**src/rtl/if_fetch_unit_pkg.sv**
```systemverilog
// if_fetch_unit_pkg: instruction encodings, FSM states and IF/ID latch layout shared by fetch and decode
package if_fetch_unit_pkg;
    localparam int ADDR_W = 8;
    localparam logic [31:0] NOP_INSTR = 32'h0000_0013;
    localparam logic [31:0] HALT_INSTR = 32'h0010_0073;
    typedef logic [ADDR_W-1:0] addr_t;
    typedef enum logic {RUN = 1'b0, HALT = 1'b1} fetch_state_t;
    typedef struct packed {
        addr_t pc;
        addr_t pc_plus4;
        logic [31:0] instr;
        logic valid;
    } if_id_t;
    function automatic addr_t pc_inc(input addr_t a);
        return a + addr_t'(4);
    endfunction
    function automatic addr_t word_align(input addr_t a);
        return {a[ADDR_W-1:2], 2'b00};
    endfunction
endpackage

```
**src/rtl/if_fetch_unit_if_id_reg.sv**
```systemverilog
// if_id_reg: IF/ID pipeline latch with hold and squash, resets to a bubble
module if_id_reg
    import if_fetch_unit_pkg::*;
#(
    parameter logic [31:0] NOP_INSTR = if_fetch_unit_pkg::NOP_INSTR
) (
    input  logic   clk,
    input  logic   rst,
    input  logic   hold,
    input  logic   squash,
    input  if_id_t d,
    output if_id_t q
);
    localparam if_id_t BUBBLE = '{pc: '0, pc_plus4: '0, instr: NOP_INSTR, valid: 1'b0};
    // reset and squash both force a bubble; squash wins over hold
    always_ff @(posedge clk) begin
        if (rst || squash) q <= BUBBLE;
        else if (!hold) q <= d;
    end
endmodule

```
**src/rtl/if_fetch_unit.sv**
```systemverilog
// if_fetch_unit: PC, next-PC selection, RUN/HALT control and IF/ID latch of the fetch stage
module if_fetch_unit
    import if_fetch_unit_pkg::*;
#(
    parameter addr_t       RESET_PC   = 8'h00,
    parameter logic [31:0] NOP_INSTR  = if_fetch_unit_pkg::NOP_INSTR,
    parameter logic [31:0] HALT_INSTR = if_fetch_unit_pkg::HALT_INSTR
) (
    input  logic        clk,
    input  logic        rst,
    input  logic        stall,
    input  logic        redirect,
    input  logic [7:0]  redirect_addr,
    input  logic [31:0] instruction,
    output logic [7:0]  curr_addr,
    output logic [7:0]  if_id_pc,
    output logic [7:0]  if_id_pc_plus4,
    output logic [31:0] if_id_instr,
    output logic        if_id_valid,
    output logic        halted
);
    localparam if_id_t BUBBLE = '{pc: '0, pc_plus4: '0, instr: NOP_INSTR, valid: 1'b0};
    fetch_state_t state, state_next;
    addr_t pc, pc_next;
    if_id_t if_id_d, if_id_q;
    logic is_halt_word;
    assign is_halt_word = instruction == HALT_INSTR;
    // PC and FSM state registers
    always_ff @(posedge clk) begin
        state <= rst ? RUN : state_next;
        pc <= rst ? RESET_PC : pc_next;
    end
    // redirect leaves any state; an unstalled EBREAK fetch enters HALT
    always_comb begin
        state_next = redirect ? RUN : stall ? state : (state == RUN && is_halt_word) ? HALT : state;
    end
    // PC freezes on stall, in HALT, and on the EBREAK address itself
    always_comb begin
        pc_next = redirect ? word_align(redirect_addr) :
                  (stall || state == HALT || is_halt_word) ? pc : pc_inc(pc);
    end
    // RUN latches the fetched word; HALT feeds bubbles
    always_comb begin
        if_id_d = state == RUN ? '{pc: pc, pc_plus4: pc_inc(pc), instr: instruction, valid: 1'b1} : BUBBLE;
        halted = state == HALT;
    end
    if_id_reg #(.NOP_INSTR(NOP_INSTR)) u_if_id (
        .clk(clk),
        .rst(rst),
        .hold(stall && !redirect),
        .squash(redirect),
        .d(if_id_d),
        .q(if_id_q)
    );
    assign curr_addr = pc;
    assign if_id_pc = if_id_q.pc;
    assign if_id_pc_plus4 = if_id_q.pc_plus4;
    assign if_id_instr = if_id_q.instr;
    assign if_id_valid = if_id_q.valid;
endmodule

```
**config.mk**
```make
export PLATFORM = sky130hd
export DESIGN_NAME = if_fetch_unit
export DESIGN_NICKNAME = d
export VERILOG_FILES = /design/src/rtl/if_fetch_unit_pkg.sv /design/src/rtl/if_fetch_unit_if_id_reg.sv /design/src/rtl/if_fetch_unit.sv
export SDC_FILE = /design/constraint.sdc
export NUM_CORES = 1
export LEC_CHECK = 0
export CAP_MARGIN = 40
export CORE_MARGIN = 3
export CORE_UTILIZATION = 30
export CTS_CLUSTER_DIAMETER = 50
export CTS_CLUSTER_SIZE = 12
export DETAILED_ROUTE_END_ITERATION = 10
export SETUP_SLACK_MARGIN = 0.5
export SYNTH_ARGS = -nofsm -noshare
export SYNTH_HDL_FRONTEND = slang
export SYNTH_SLANG_ARGS = --single-unit
```
**constraint.sdc**
```tcl
create_clock -name clk -period 5.4 [get_ports clk]
set_input_delay 1.08 -clock clk [delete_from_list [all_inputs] [get_ports clk]]
set_output_delay 1.08 -clock clk [all_outputs]
set_load 0.02 [all_outputs]
```
## Word-level counts from Yosys, hierarchy flattened

Cells that the tools add are included.

| storage, ports and cells | value |
|---|---|
| bits in read-only memories | 0 |
| logic and storage cells | 23 |
| memories | 0 |
| memory bits (writable) | 0 |
| output and inout port bits | 58 |
| latch bits | 0 |
| flip-flop bits (word level) | 58 |
| input port bits | 44 |

| operators by class | value |
|---|---|
| div/mod/pow operators | 0 |
| order comparisons | 0 |
| add/sub/neg operators | 1 |
| muxes and demuxes | 3 |
| equality and inequality tests | 2 |
| reductions and logical operators | 8 |
| bitwise logic cells | 2 |
| shift-type cells | 0 |
| multiply operators | 0 |

Operators by type and width:

| operator | count |
|---|---|
| $mux 49 | 1 |
| $eq 32x21->1 const B | 1 |
| $mux 8 | 2 |
| $add 8x3->8 const B | 1 |
| $logic_or 1x1->1 | 3 |
| $logic_and 1x1->1 | 2 |
| $ne 2x2->1 const B | 1 |
| $not 1->1 | 2 |
| $reduce_and 2->1 | 1 |
| $reduce_or 2->1 | 1 |
| $logic_not 1->1 | 1 |

## Depth between registers and ports, before layout

Gate-level depths: netlist of run 1.

| depth | value |
|---|---|
| depth in word-level cells | 4 |
| mapped depth | 7 |
| mapped depth without buffers | 5 |

## By module

Synthesis of run 1 repeated with hierarchy kept, for this count alone.

| second synthesis, totals | value |
|---|---|
| cells, all modules | 271 |
| area total of the unflattened synthesis | 2715.1 sq um |

By module, submodules not included:

| module | cells an instance | sequential area each (sq um) | area each (sq um) | instances |
|---|---|---|---|---|
| if_id_reg | 160 | 980.9 | 1790.5 | 1 |
| if_fetch_unit | 111 | 140.1 | 924.6 | 1 |

## Least setup slack after synthesis of run 1

OpenSTA, ideal clock, no wires.

| timing | value |
|---|---|
| path kind | in2reg |
| from | input port instruction[9] |
| to | register pc[6] (netlist: curr_addr[6]) |
| stages on the path | 5 |
| path buffers | 0 |
| library setup time | 0.086 ns |
| required time | 5.314 ns |
| slack | 2.790 ns |
| arrival time | 2.524 ns |
| cell sequence | or4_4 nor4_4 a2111oi_0 xnor2_1 a211oi_1 |

| between the ends | value |
|---|---|
| cells in the longest elaborated chain, start to end | 3 |

RTL lines:

| item | RTL line | text |
|---|---|---|
| from (decl) | if_fetch_unit.sv:14 | `input logic [31:0] instruction,` |
| $eq 32x21->1 | if_fetch_unit.sv:27 | `assign is_halt_word = instruction == HALT_INSTR;` |
| $logic_or 1x1->1 | if_fetch_unit.sv:40 | `(stall \|\| state == HALT \|\| is_halt_word) ? pc : pc_inc(pc);` |
| $ne 2x2->1 (no source line) | n/a |  |
| to (signal assigned) | if_fetch_unit.sv:31 | `pc <= rst ? RESET_PC : pc_next;` |
| to (decl) | if_fetch_unit.sv:24 | `addr_t pc, pc_next;` |

Every way passes these cells.
A chain may end at the register's enable or synchronous reset.

## Worst setup path in the final report of run 1

| timing | value |
|---|---|
| from | input port instruction[17] |
| to | register pc[4] (netlist: curr_addr[4]) |

The elaborated chain is that of the path after synthesis.

==> results of run 1 <==
registers in the layout (all words and copies together), names as in the netlist:
register,cells
u_if_id.q,45
curr_addr,6
halted,1
tightest hold or removal path, cell delays in order (launching register included):
cell     delay [ns]
dfxtp_1        0.33
a21oi_1        0.06
nor2_1         0.07
worst max-delay path by stage:
| stage | start | endpoint | slack [ns] | depth (start not counted) |
|---|---|---|---|---|
| 5_1_grt | instruction[17] | curr_addr[6] | 2.33 | 6 |
| 4_1_cts | instruction[17] | curr_addr[4] | 2.45 | 6 |
| 3_3_place_gp | stall | u_if_id.q[30] | 2.01 | 7 |
| 3_5_place_dp | instruction[17] | curr_addr[4] | 2.14 | 6 |
| 6_report | instruction[17] | curr_addr[4] | 2.47 | 6 |
| 2_1_floorplan | instruction[9] | curr_addr[6] | 2.79 | 5 |
cell usage after synthesis (3+ instances only):
cell type  number
a211oi_1        6
a21oi_1        39
a22oi_1         4
buf_4           6
clkbuf_1       20
dfxtp_1        52
inv_1           3
nor2_1         56
nor3_1          4
nor3b_1        36
o21ai_0         3
xnor2_1         7
area by class of cell:
cell class,instances,area (µm²),share of cell area [%]
multi-input combinational,186,1090,32.3
timing repair buffer,98,1020,30.3
inverter,3,11.3,0.334
sequential,52,1040,30.9
tap,96,120,3.56
clock buffer,8,90.1,2.67
metrics by stage:
step,hold slack [ns],setup WS (ns)
after global placement,0.466,2.01
after global routing,0.519,2.33
after CTS,0.500,2.45
final,0.491,2.47
after floorplan,0.580,2.79
after detailed placement,0.478,2.14
power by group through the flow:
stage	Clock (µW)	Combinational, µW	Sequential [µW]
finish	228	160	412
floorplan	0	64.3	439
detailed placement	0	161	421
global route	251	174	414
global placement	0	156	421
CTS	238	162	412
per-layer routing:
metal / vias up / GRT usage, % / routed length (µm)
li1: 1068 / - / -
met1: 965 / 19.0 / 2870
met2: 64 / 22.8 / 2800
met3: 6 / 4.39 / 494
met4: 0 / 3.34 / 52
met5: - / 0 / 0
cell families after synthesis:
group                      share of synthesized area [%]
adders and majority gates                          0.559
other                                              0.167
muxes                                              0.447
and+or+nand+nor                                     28.0
AOI/OAI and AO/OA                                   14.8
DFF                                                 46.5
buffers and inverters                               6.03
xor gates and xnor gates                            3.52
==> summary.md, run 1 <==
| Metric | Value |
|---|---|
| Routed wire length | 6.21 mm |
| Worst Clk Skew | 0.00694 ns |
| CP Max Fanout | 6 |
| Remaining global-route overflow | 0 |
| # nets final | 391 |
| Antenna violations before repair | 0 |
| Portion of total power attributed to combinational logic | between 20% and 30% |
| Highest achievable clock rate | 342 MHz |
| Setup_tns | 0 ns |
| Number of placement rows | 30 |
| Clock share of power | 28.5% |
| DPL Wire Length | 4.51 mm |
| Average wire length per cell after detail routing | about 14 µm |
| Final Critical Period | 2.93 ns |
| Die boundary width | around 92 µm |
| Commonest non-fill, non-tap cells in the layout | clkdlybuf4s50_1 (93), nor2_1 (55), dfxtp_1 (51), a21oi_1 (39), nor3b_1 (36) |
| Transition time of the tightest slew-check pin | approximately 0.49 ns |
| Peak supply drop | 118 µV |
| Mapped cell area | 0.00224 mm² |
| Setup crit end kind | flip-flop |
| Drt pass-1 iters | 4 |
| CTS tree | built |
| Maximum number of pins on one net before global-route repair | 32 |
| Antenna viol nets, final | 0 |
| Master of the slowest instance on the critical path | or4_1 |
| Data required time at the worst endpoint | 5.62 ns |
| Maximum single-stage delay on the critical path | approximately 0.6 ns |
| Number of sinks handled by clock tree synthesis | 52 |
| Reg power frac | 51.4% |
| Cell taking the most area after synthesis | dfxtp_1 |
| Hold-fix buffers, CTS | 0 |
| Placed insts | 435 |
| Final cycle utilization of the critical path | 54.2% |
| Power dissipated by switching net loads | 212 µW |
| Non-filler cells, final | 443 |
| # resized after CTS | 0 |
| Buffering stage count on the worst path with inverters included | 1 |
| R2r endpoint | curr_addr[6] |
| Clk Latency, worst-skew pair | 0.30 ns |
| Via count of the first global-routing pass | 2017 |
| Diodes inserted | 0 |
| Unique masters post-synth | 33 |
| Cells on Worst Hold Path | 2 |
| I/O pins | 102 |
| Count of pins over their slew limit | 0 |
| Warning count from the yosys run | 0 |
| FF+latch count, synth | 52 |
| Number of enable flip-flop cells after synthesis | 0 |
| I/O Buffers | 93 |
| Sw frac | 26.4% |
| WHS Endpoint | u_if_id.q[12] |
| Critical Path AT | 3.15 ns |
| Overall power | 800 µW |
| Class of the most critical setup path | in2reg |
| Number of fill cells | 714 |
| Most common library cell in the layout ignoring fill and taps | clkdlybuf4s50_1 |
| Routability cong. | 0.714 |
| Worst Hold Launch | u_if_id.q[12] |
| Ys async rst share | 0% |
| Static Leak | 0.00121 µW |
| Area delta synth->final | 50.7% |
| Buffers from clock root to sink, at most | 2 |
| Status | completed |
| Gate Count Post-Synth | 263 |
| Placement-stage cell area | 0.00328 mm² |
| Largest cells by area after synthesis | dfxtp_1 (46%), nor3b_1 (12%), nor2_1 (9.4%) |
| Setup slack of the most critical reg-to-reg path | 3.67 ns |
| DR vias | 2103 |
| Die Y-Extent | 92.4 µm |
| Sequential fraction of the synthesis area | 46.5% |
| Remaining design rule violation count | 0 |
| Hold Vio Cnt, Final | 0 |
| Clock transition at the registers of the reported paths | 0.09 ns |
| Area of all placed cells without fillers | 0.00337 mm² |
| Overall fraction of global-route tracks in use | 14.3% |
| Syn Area/Cell | 8.52 µm² |
| Unrepaired setup endpoints after global routing | no |
| Worst r2r path cells | 5 |
| Total Die Area | 0.00854 mm² |
| Worst slew margin relative to its limit | 66.8% |
| Prevailing post-synth register cell | dfxtp_1 |
| Cells along the critical path | clkdlybuf4s50_1, or4_1, nor4_4, a2111oi_0, xnor2_1, a211oi_1 |
| Layout cell share with drive strength beyond 1 | 4.90% |
| Maximum level of the CTS H-tree | 2 |
| Post-CTS setup buffer count | 0 |
| Number of violations reported at the end of detailed-routing iteration 0 | 56 |
| Setup violation total in the final timing report | 0 |
| Core outline area | 0.00702 mm² |
| Effective utilization at floorplan | between 30% and 40% |
| Detailed-route vias per instance | 4.75 |
| First-pass GRT wire length | 9.93 mm |
| Critical Path Start Type | input pin |
| CTS buffer count | 5 |
| Root buffer cell | clkbuf_8 |
| Top delay family on crit path | simple AND/OR/NAND/NOR gates |
| Cell internal power dissipation | 589 µW |
| Power density over the cells | 237 mW/mm² |
| Post-route core utilization | about half |
| Reg-to-Reg Start | curr_addr[2] |
| Area fraction of the dominant cell type after synthesis | a little under half |
| Path class of the lowest-slack min-delay path | reg2reg |
| Maximum capacitance violations | 0 |
Note: power is estimated with default switching activity, not from simulation.
==> run 2, diff against run 1 <==
==> constraint.sdc (replaced) <==
create_clock -name clk -period 2.9 [get_ports clk]
set_input_delay 0.58 -clock clk [delete_from_list [all_inputs] [get_ports clk]]
set_output_delay 0.58 -clock clk [all_outputs]
set_load 0.02 [all_outputs]
==> run 2 against run 1 <==
Wire length decreased by 1.0%; first-iteration DRC count decreased by 25%; final area increased by 1.8%; total power increased by 120%; global-route usage increased by 0.40 points; hold slack improved by 0.00078 ns; clock power increased to 3.0 times the previous value; critical path depth increased by 1; clock skew decreased by 0.0020 ns; worst setup slack got worse by 1.9 ns; die area unchanged; sequential power increased by 86%; critical endpoint is now curr_addr[2]; largest cell class unchanged.
==> summary.md, run 2 (synthesis results as in run 1) <==
| Metric | Value |
|---|---|
| Power density over the cells | 508 mW/mm² |
| Highest achievable clock rate | 432 MHz |
| Cell internal power dissipation | 1330 µW |
| Worst slew margin relative to its limit | 65.1% |
| Setup_tns | 0 ns |
| Overall fraction of global-route tracks in use | 14.7% |
| Final Critical Period | 2.31 ns |
| I/O Buffers | 93 |
| First-pass GRT wire length | 10.1 mm |
| Power dissipated by switching net loads | 411 µW |
| Remaining design rule violation count | 0 |
| Layout cell share with drive strength beyond 1 | 6.02% |
| Average wire length per cell after detail routing | 13.8 µm |
| Number of placement rows | 30 |
| Number of violations reported at the end of detailed-routing iteration 0 | 42 |
| DR vias | roughly 2.1k |
| Worst Clk Skew | approximately 0.0049 ns |
| Hold Vio Cnt, Final | 0 |
| # nets final | 393 |
| Drt pass-1 iters | 4 |
| Total Die Area | 0.00854 mm² |
| Placement-stage cell area | between 0.003 and 0.004 mm² |
| Routability cong. | just over 0.7 |
| Overall power | 1740 µW |
| Worst r2r path cells | 5 |
| Number of sinks handled by clock tree synthesis | between 50 and 60 |
| Post-route core utilization | 48.9% |
| Hold-fix buffers, CTS | 0 |
| Core outline area | approximately 0.007 mm² |
| Root buffer cell | clkbuf_8 |
| Remaining global-route overflow | 0 |
| Maximum number of pins on one net before global-route repair | 31 |
| Commonest non-fill, non-tap cells in the layout | clkdlybuf4s50_1 (93), nor2_1 (55), dfxtp_1 (51), a21oi_1 (39), nor3b_1 (36) |
| CP Max Fanout | 6 |
| Path class of the lowest-slack min-delay path | reg2reg |
| Area delta synth->final | 53.4% |
| Cells on Worst Hold Path | 2 |
| Antenna violations before repair | 0 |
| Critical Path Start Type | input pin |
| Portion of total power attributed to combinational logic | 17.1% |
| Final cycle utilization of the critical path | 79.8% |
| Setup crit end kind | flip-flop |
| Sw frac | 23.6% |
| DPL Wire Length | roughly 4.5 mm |
| Static Leak | 0.00125 µW |
| Routed wire length | 6.15 mm |
| CTS tree | built |
| Via count of the first global-routing pass | 2029 |
| Maximum capacitance violations | 0 |
| Clk Latency, worst-skew pair | 0.30 ns |
| Antenna viol nets, final | 0 |
| Clock share of power | 38.9% |
| I/O pins | 102 |
| Area of all placed cells without fillers | approximately 0.0034 mm² |
| Peak supply drop | 299 µV |
| Unrepaired setup endpoints after global routing | yes |
| Register containing the most flip-flops in the final layout | u_if_id.q |
| Transition time of the tightest slew-check pin | 0.510 ns |
| Diodes inserted | 0 |
| Count of pins over their slew limit | 0 |
| Die Y-Extent | 92.4 µm |
| Most common library cell in the layout ignoring fill and taps | clkdlybuf4s50_1 |
| Data required time at the worst endpoint | 3.12 ns |
| Setup violation total in the final timing report | 0 |
| Maximum level of the CTS H-tree | 2 |
| Max reg flops | 45 |
| Die boundary width | 92.4 µm |
| Status | completed |
| Class of the most critical setup path | in2reg |
| CTS buffer count | 5 |
| Detailed-route vias per instance | around 4.7 |
| Buffers from clock root to sink, at most | 2 |
| Reg power frac | 44.0% |
| Effective utilization at floorplan | about a third |
| Critical Path AT | 2.54 ns |
| Clock transition at the registers of the reported paths | approximately 0.090 ns |
run 2: cell types whose count changed in the layout (fill, tap and decap cells not counted), sizes merged:
| cell | before | now |
|---|---|---|
| buf | 5 | 7 |
| bufinv | 0 | 3 |
| clkbuf | 8 | 5 |
run 2: final cells by class:
class	count	area, µm²
Clock buffer	5	68.8
Clock inverter	3	90.1
Fill cell	718	3580
Inverter	3	11.3
Multi-Input combinational cell	186	1090
Sequential cell	52	1040
Tap cell	96	120
Timing Repair Buffer	100	1010
run 2: timing repair:
item                                    CTS  global route
setup buffers                             1             0
pin swaps                                 1             3
endpoints found under the setup margin    4             4
gates resized for setup                   0             1
run 2: power by group through the flow:
stage               Combinational (µW)  Clock (µW)  Sequential, µW
floorplan                          120           0             818
global placement                   299           0             783
detailed placement                 301           0             784
CTS                                302         701             767
global route                       329         725             771
finish                             298         679             767
run 2: final timing paths:
kind / from / endpoint / slack (ns)
worst max-delay path: instruction[14] / curr_addr[2] / 0.59
worst min-delay path: u_if_id.q[43] / u_if_id.q[43] / 0.49
worst max register to register: curr_addr[2] / curr_addr[6] / 1.18
worst min register to register: u_if_id.q[43] / u_if_id.q[43] / 0.49
run 2: critical path: stages:
cell and delay [ns]:
clkdlybuf4s50_1 0.42, or4_1 0.59, nor4_4 0.31, buf_6 0.16, a21boi_1 0.11, xnor2_1 0.15
a211oi_1 0.23
run 2: stage by stage:
step	worst slack (ns)	instances	hold WS, ns
3_3_place_gp	0.173	436	0.466
5_1_grt	0.494	445	0.523
6_report	0.586	445	0.492
2_1_floorplan	0.790	268	0.580
4_1_cts	0.584	445	0.498
3_5_place_dp	0.144	436	0.475
run 2: per-layer routing:
layer | vias up | track usage [%] | wire (µm)
met4 | 0 | 4.08 | 46
met1 | 963 | 19.2 | 2800
met2 | 67 | 23.3 | 2810
met3 | 6 | 4.79 | 492
li1 | 1073 | - | -
met5 | - | 0 | 0
